$ cat src/rtl/fhe_op_sequencer.sv
// Command scheduler in front of the FHE cpu core: queues operations in a small FIFO and
// issues them one at a time, handshaking on cpu_done, with a hung-op watchdog.
package fhe_types_pkg;
   typedef enum logic [2:0] {
      NO_OP     = 3'd0,
      CT_CT_ADD = 3'd1,
      CT_PT_ADD = 3'd2,
      CT_CT_MUL = 3'd3,
      CT_PT_MUL = 3'd4
   } op_mode_e;

   typedef struct packed {
      op_mode_e   mode;
      logic [3:0] src0;
      logic [3:0] src1;
      logic [3:0] src2;
      logic [3:0] src3;
      logic [3:0] dst0;
      logic [3:0] dst1;
   } operation;
endpackage

module fhe_op_sequencer
   import fhe_types_pkg::*;
#(
   parameter int FIFO_DEPTH     = 4,
   parameter int TIMEOUT_CYCLES = 500,
   parameter int CNT_W          = 16
) (
   input  logic                          clk,
   input  logic                          reset,
   input  logic                          in_valid,
   output logic                          in_ready,
   input  operation                      in_op,
   input  logic                          flush,
   input  logic                          clear_err,
   output operation                      cpu_op,
   input  logic                          cpu_done,
   output logic                          busy,
   output logic                          op_done,
   output logic                          err_timeout,
   output logic [$clog2(FIFO_DEPTH):0]   fifo_count,
   output logic [CNT_W-1:0]              ops_issued,
   output logic [CNT_W-1:0]              ops_completed
);

   localparam int AW = $clog2(FIFO_DEPTH);
   localparam int CW = AW + 1;
   localparam int TW = (TIMEOUT_CYCLES > 2) ? $clog2(TIMEOUT_CYCLES) : 1;
   localparam logic [TW-1:0] TIMER_LAST = TW'(TIMEOUT_CYCLES - 1);

   typedef enum logic [2:0] {S_IDLE, S_ISSUE, S_WAIT, S_SETTLE, S_ERR} state_e;

   state_e           state, state_d;
   operation         mem [FIFO_DEPTH];
   logic [AW-1:0]    wr_ptr, rd_ptr;
   logic [TW-1:0]    timer, timer_d;
   operation         cpu_op_d;
   logic             op_done_d, err_d;
   logic [CNT_W-1:0] issued_d, completed_d;
   logic             push, pop;

   // NO_OP commands are acknowledged but never stored; flush also blocks the push.
   assign in_ready = (fifo_count != CW'(FIFO_DEPTH));
   assign push     = in_valid && in_ready && (in_op.mode != NO_OP) && !flush;
   assign busy     = (state != S_IDLE) || (fifo_count != '0);

   always_ff @(posedge clk) begin
      if (push) mem[wr_ptr] <= in_op;
   end

   always_comb begin
      state_d     = state;
      cpu_op_d    = cpu_op;
      op_done_d   = 1'b0;
      err_d       = err_timeout;
      timer_d     = timer;
      pop         = 1'b0;
      issued_d    = ops_issued;
      completed_d = ops_completed;
      case (state)
         S_IDLE: begin
            if ((fifo_count != '0) && !flush) begin
               pop      = 1'b1;
               cpu_op_d = mem[rd_ptr];
               issued_d = ops_issued + CNT_W'(1);
               state_d  = S_ISSUE;
            end
         end
         S_ISSUE: begin
            cpu_op_d      = '0;
            cpu_op_d.mode = NO_OP;
            timer_d       = '0;
            state_d       = S_WAIT;
         end
         S_WAIT: begin
            if (cpu_done) begin
               completed_d = ops_completed + CNT_W'(1);
               op_done_d   = 1'b1;
               state_d     = S_SETTLE;
            end else if (timer == TIMER_LAST) begin
               err_d   = 1'b1;
               state_d = S_ERR;
            end else begin
               timer_d = timer + TW'(1);
            end
         end
         S_SETTLE: state_d = S_IDLE;
         S_ERR: begin
            // A late cpu_done here is deliberately ignored.
            if (clear_err) begin
               err_d   = 1'b0;
               state_d = S_IDLE;
            end
         end
         default: state_d = S_IDLE;
      endcase
   end

   always_ff @(posedge clk or posedge reset) begin
      if (reset) begin
         state         <= S_IDLE;
         wr_ptr        <= '0;
         rd_ptr        <= '0;
         fifo_count    <= '0;
         cpu_op        <= '0;
         cpu_op.mode   <= NO_OP;
         op_done       <= 1'b0;
         err_timeout   <= 1'b0;
         timer         <= '0;
         ops_issued    <= '0;
         ops_completed <= '0;
      end else begin
         state         <= state_d;
         cpu_op        <= cpu_op_d;
         op_done       <= op_done_d;
         err_timeout   <= err_d;
         timer         <= timer_d;
         ops_issued    <= issued_d;
         ops_completed <= completed_d;
         if (flush) begin
            wr_ptr     <= '0;
            rd_ptr     <= '0;
            fifo_count <= '0;
         end else begin
            if (push) wr_ptr <= wr_ptr + AW'(1);
            if (pop)  rd_ptr <= rd_ptr + AW'(1);
            case ({push, pop})
               2'b10:   fifo_count <= fifo_count + CW'(1);
               2'b01:   fifo_count <= fifo_count - CW'(1);
               default: fifo_count <= fifo_count;
            endcase
         end
      end
   end

endmodule

$ cat config.mk
export PLATFORM = sky130hd
export DESIGN_NAME = fhe_op_sequencer
export DESIGN_NICKNAME = d
export VERILOG_FILES = /design/src/rtl/fhe_op_sequencer.sv
export SDC_FILE = /design/constraint.sdc
export NUM_CORES = 1
export LEC_CHECK = 0
export ABC_CLOCK_PERIOD_IN_PS = 2700
export BUFFER_PORTS_ARGS = -buffer_cell sky130_fd_sc_hd__buf_2
export CAP_MARGIN = 0
export CORE_MARGIN = 2
export CORE_UTILIZATION = 49
export DETAILED_ROUTE_END_ITERATION = 10
export GPL_TIMING_DRIVEN = 0
export PLACE_DENSITY = 0.67
export SYNTH_ARGS = -nofsm -noshare
export SYNTH_HDL_FRONTEND = slang
export SYNTH_SLANG_ARGS = --single-unit
export TNS_END_PERCENT = 50
$ cat constraint.sdc
create_clock -name clk -period 2.7 [get_ports clk]
set_input_delay 0.135 -clock clk [delete_from_list [all_inputs] [get_ports clk]]
set_output_delay 0.135 -clock clk [all_outputs]
set_load 0.05 [all_outputs]
Word level (Yosys, flattened, before mapping)
Memories as Yosys holds them, arrays and structs flattened.
Index checks and enable logic that the tools add are counted.
{"block": "op_classes", "add_sub_neg": 7, "eq_ne": 13, "n_mux": 26, "reduce_logical": 22}
{"op": "$pmux 27 s2", "n": 1}
{"op": "$add 16x1->16 const B", "n": 2}
{"op": "$mux 27", "n": 1}
{"op": "$mux 9", "n": 2}
{"op": "$pmux 9 s2", "n": 1}
{"op": "$mux 3", "n": 5}
{"op": "$pmux 3 s4", "n": 1}
{"op": "$reduce_bool 3->1", "n": 4}
{"op": "$ne 2x2->1 const B", "n": 5}
{"op": "$reduce_bool 2->1", "n": 5}
{"op": "$add 9x1->9 const B", "n": 1}
{"op": "$eq 9x9->1 const B", "n": 1}
{"op": "$mux 1", "n": 9}
{"op": "$mux 2", "n": 4}
{"op": "$ne 3x3->1 const B", "n": 2}
{"op": "$pmux 3 s2", "n": 1}
{"op": "$reduce_and 2->1", "n": 3}
{"op": "$reduce_and 3->1", "n": 2}
{"op": "$add 2x1->2 const B", "n": 2}
{"op": "$logic_and 1x1->1", "n": 4}
{"op": "$reduce_and 4->1", "n": 1}
{"op": "$add 3x1->3 const B", "n": 1}
{"op": "$eq 3x1->1 const B", "n": 1}
{"op": "$eq 3x2->1 const B", "n": 1}
{"op": "other kinds (8)", "n": 8}
{"block": "word_totals", "register_bits": 80, "mem_bits_rw": 108, "output_inout_bits": 66, "word_cells": 85, "mem_count": 1}
{"memory": "mem", "words": 4, "word_bits": 27, "read_ports": 1, "rd_ports_with_merged_regs": 0, "write_ports": 1, "line": "55", "rtl": "operation mem [FIFO_DEPTH];"}

Longest topological paths before layout
{"block": "depth", "depth_word": 7, "depth_mapped": 10}

Worst setup path after synthesis
OpenSTA, ideal clock, no wires.
{"block": "synth_path", "path_type": "register -> register", "startpoint": "reg fifo_count[2]", "endpoint": "reg fifo_count[2]", "setup_ps": 124, "arrival_time_ps": 2614, "setup_slack_ps": -38, "path_stages_with_launch": 10, "path_buffers": 2, "period_less_slack_ps": 2738, "cell_sequence": "dfrtp_1 > clkbuf_1 > or3_1 > nand2_1 > clkbuf_1 > nor2_1 > fa_1 > nor3_1 > a2111oi_0 > a211o_1"}
{"block": "synth_via", "elab_chain_cells": 7, "word_cells_on_any_way": 15, "cone_classes": "2 x add/sub; 3 x eq/ne; 4 x mux; 6 x reduce/logical"}
{"element": "start, declared", "line": "42", "rtl": "output logic [$clog2(FIFO_DEPTH):0] fifo_count,"}
{"element": "start signal, assigned", "line": "149", "rtl": "2'b10: fifo_count <= fifo_count + CW'(1);"}
{"element": "start signal, assigned", "line": "150", "rtl": "2'b01: fifo_count <= fifo_count - CW'(1);"}
{"element": "start signal, assigned", "line": "151", "rtl": "default: fifo_count <= fifo_count;"}
{"element": "$reduce_bool 3->1 / $ne 3x3->1 (equally long branches)", "line": "83, 64"}
{"element": "$logic_and 1x1->1 (on tied branches)", "line": "83, 65"}
{"element": "$mux 1 / $logic_and 1x1->1 (equally long branches)", "line": "83, 65"}
{"element": "$mux 1 / $logic_and 1x1->1 (equally long branches)", "line": "81, 65"}
{"element": "$eq 2x1->1 / $eq 2x2->1 (equally long branches)", "line": "148", "rtl": "case ({push, pop})"}
{"element": "$pmux 3 s2", "line": "148"}
{"element": "$mux 3", "line": "141", "rtl": "if (flush) begin"}
Parallel ways exist; a longest one is shown, timed or not.
A chain may end at the register's enable or synchronous reset.

Final worst setup path
Ends and elaborated chain as after synthesis.

==> metrics <==
status finished, final reports clean; RSZ-0062 raised after global routing false; maxcap violations 0; Nets 700; CTS tree yes; HP Class in -> reg; vias in the first global route 4761; Max VDD drop around 0.55 mV; initial antenna violation count 0; Synth Cell Area ~7600 sq um; Synthesized Nets ~550; Netlist cell types 44; Clock Root Buffer clkbuf_16; Worst-Margin Slew approximately 0.9 ns; die height about 130 microns; Achievable Freq 388 MHz; FP Rows 45; CORE AREA 15200 sq um; largest cells by area after synthesis edfxtp_1 (43%), dfrtp_1 (26%), mux4_2 (8.0%), nand2_1 (3.9%), xnor2_1 (3.0%); setup violators final 0; die width about 130 microns; Post CTS Setup Buffer Count 0; Final Max Tran Viols 0; initial core utilization 0.500; Worst path max stage delay around 0.45 ns; Mapped Cells roughly 510; ys async rst share 0.426; reg2reg setup slack 0.12 ns; Die ar. ~17000 sq um; Synth area leader edfxtp_1; final antenna-violating net count 0; Critical Path Fanout Max 10; PortBufs between 90 and 100; hpwl dp between 9000 and 10000 microns; Yosys reg bits about 190; final WL 15300 microns; Tot GR Track Use 0.196; slew margin rel. 0.409; # diodes 0; DRC violations left 0; Skew-Pair Late Insertion Delay 0.43 ns; top cells by count, synth edfxtp_1 (108), dfrtp_1 (80), nand2_1 (78); First-pass DRT Iterations 5; drt wl/cell about 18 microns; layout cells sized above 1 0.272; final core utilization 0.607; most common cell in the netlist edfxtp_1; Iter 0 DRT Violations between 300 and 400; Vias/cell about 5.5; WS Path Type reg -> reg; Lkg Pwr roughly 3.8 nW; min cycle time layout 2.58 ns; Placer Congestion 0.790; Clock Sinks 188; YS warnings 0; Final Hold Viols 0; H-tree depth 4; GRT overflow 0; Area after DPL approximately 8400 sq um; sequential area share after synthesis 0.690; Crit. End Element flip-flop; Final period util 0.955; P&R area growth vs syn 21.4%; number of synthesized flops with an enable pin ~110; Pwr per Cell Area 996 nW/um^2; share of the synthesized area in the top cell type 0.427; io pins around 100; pin count of the biggest net entering global routing 56; skew final around 0.012 ns; critical-path cell list clkbuf_1 > or3_4 > nand2_2 > buf_4 > nor2_1 > fa_1 > nor3_1 > a2111oi_1 > a211o_1; Synth Flop Type edfxtp_1; total number of vias about 4700; Required @ worst endpoint around 3.0 ns; Clock transition at path regs around 0.070 ns; Synth Area per Inst between 10 and 15 sq um; CTS max path bufs 2; clock buffer count from CTS 17; slowest library cell on the worst path or3_4; CP Launch Type flip-flop; post-route cell area ~9200 sq um; Arrival @ worst endpoint roughly 2.9 ns; first-pass GRT wire length approximately 24000 microns
kinds of logic (layout without fill, tap and decap cells):
kind of cell | Yosys count | count (layout) | synth area share
simple gates | 185 | 185 | 0.122
mux | 32 | 32 | 0.0868
compound gates | 28 | 28 | 0.0249
fa+ha+maj | 8 | 8 | 0.0142
buf+inv | 35 | 194 | 0.0189
flops | 188 | 188 | 0.690
xor+xnor | 37 | 37 | 0.0426
timing repair:
action | 4_1_cts | 5_1_grt
endpoints found under the hold margin | 134 | 0
setup endpoints to repair | 1 | 1
hold buffers | 29 | 0
gates resized for setup | 2 | 5
cell type report:
cell class	count	area (sq um)
timing repair buffer	128	808
multi-input combinational	290	2230
inverter	10	40.0
fill	1160	5970
clock buffer	20	457
clock inverter	12	101
tap	188	235
sequential	188	5250
buffer	24	106
placed cells by master, fill, tap and decap left out, types with 3 or more instances in the layout:
cell	instances
edfxtp_1	108
buf_2	105
dfrtp_1	80
nand2_1	77
nand3_1	41
dlygate4sd3_1	29
mux4_2	27
xnor2_1	26
nor2_1	18
clkbuf_16	17
clkbuf_1	14
xor2_1	11
nand4_1	10
inv_1	9
a21oi_1	9
nor3_1	7
ha_1	7
nor4_1	5
inv_6	5
o21ai_0	4
mux2i_1	4
and3_1	4
and3_2	4
nor4b_4	3
or3_1	3
per-stage QoR:
stage	TNS [ns]	std cells	hold slack [ns]	setup slack, ns	power [mW]
floorplan	0	513	0.234	0.0544	6.06
global placement	-67.57	799	0.346	-0.581	6.76
detailed placement	-0.0308	800	0.141	-0.0308	6.85
CTS	0	861	0.111	0.0301	9.25
global route	0	860	0.0989	0.0210	9.64
finish	0	860	0.103	0.121	9.20
metal layers:
layer / GRT usage / up-vias / share of wire
met5: 0 / - / 0
met4: 0.0556 / 0 / 0.0085
met3: 0.0549 / 11 / 0.063
met2: 0.337 / 149 / 0.51
met1: 0.247 / 2358 / 0.42
li1: - / 2186 / -
path summary, 6_finish.rpt:
path,start,end,cells past startpoint
worst max register to register,fifo_count[2],fifo_count[2],9
max in group asynchronous,reset,ops_issued[7],4
worst min-delay path,cpu_done,state[0],3
worst max-delay path,fifo_count[2],fifo_count[2],9
worst min register to register,ops_completed[15],ops_completed[15],1
min in group asynchronous,reset,ops_completed[4],3
state kept, by name, summed over array words and instances, names as in the netlist, 2 cells and up:
signal	count
cpu_op	27
fifo_count	3
mem	108
ops_completed	16
ops_issued	16
rd_ptr	2
state	3
timer	9
wr_ptr	2
power by group:
group / internal [mW] / switching, mW
combinational: 0.930 / 2.17
clock: 1.25 / 1.11
sequential: 3.46 / 0.278
total: 5.64 / 3.55
worst max-delay path, delay by kind of cell, from the launching register on:
| kind | cells | cell delay, ns |
|---|---|---|
| buffers and inverters | 2 | 0.41 |
| flip-flops | 1 | 0.37 |
| adder cells (fa/ha/maj) | 1 | 0.45 |
| AND/OR/NAND/NOR | 4 | 0.89 |
| AO/OA/AOI/OAI | 2 | 0.32 |
Note: power is estimated with default switching activity, not from simulation.
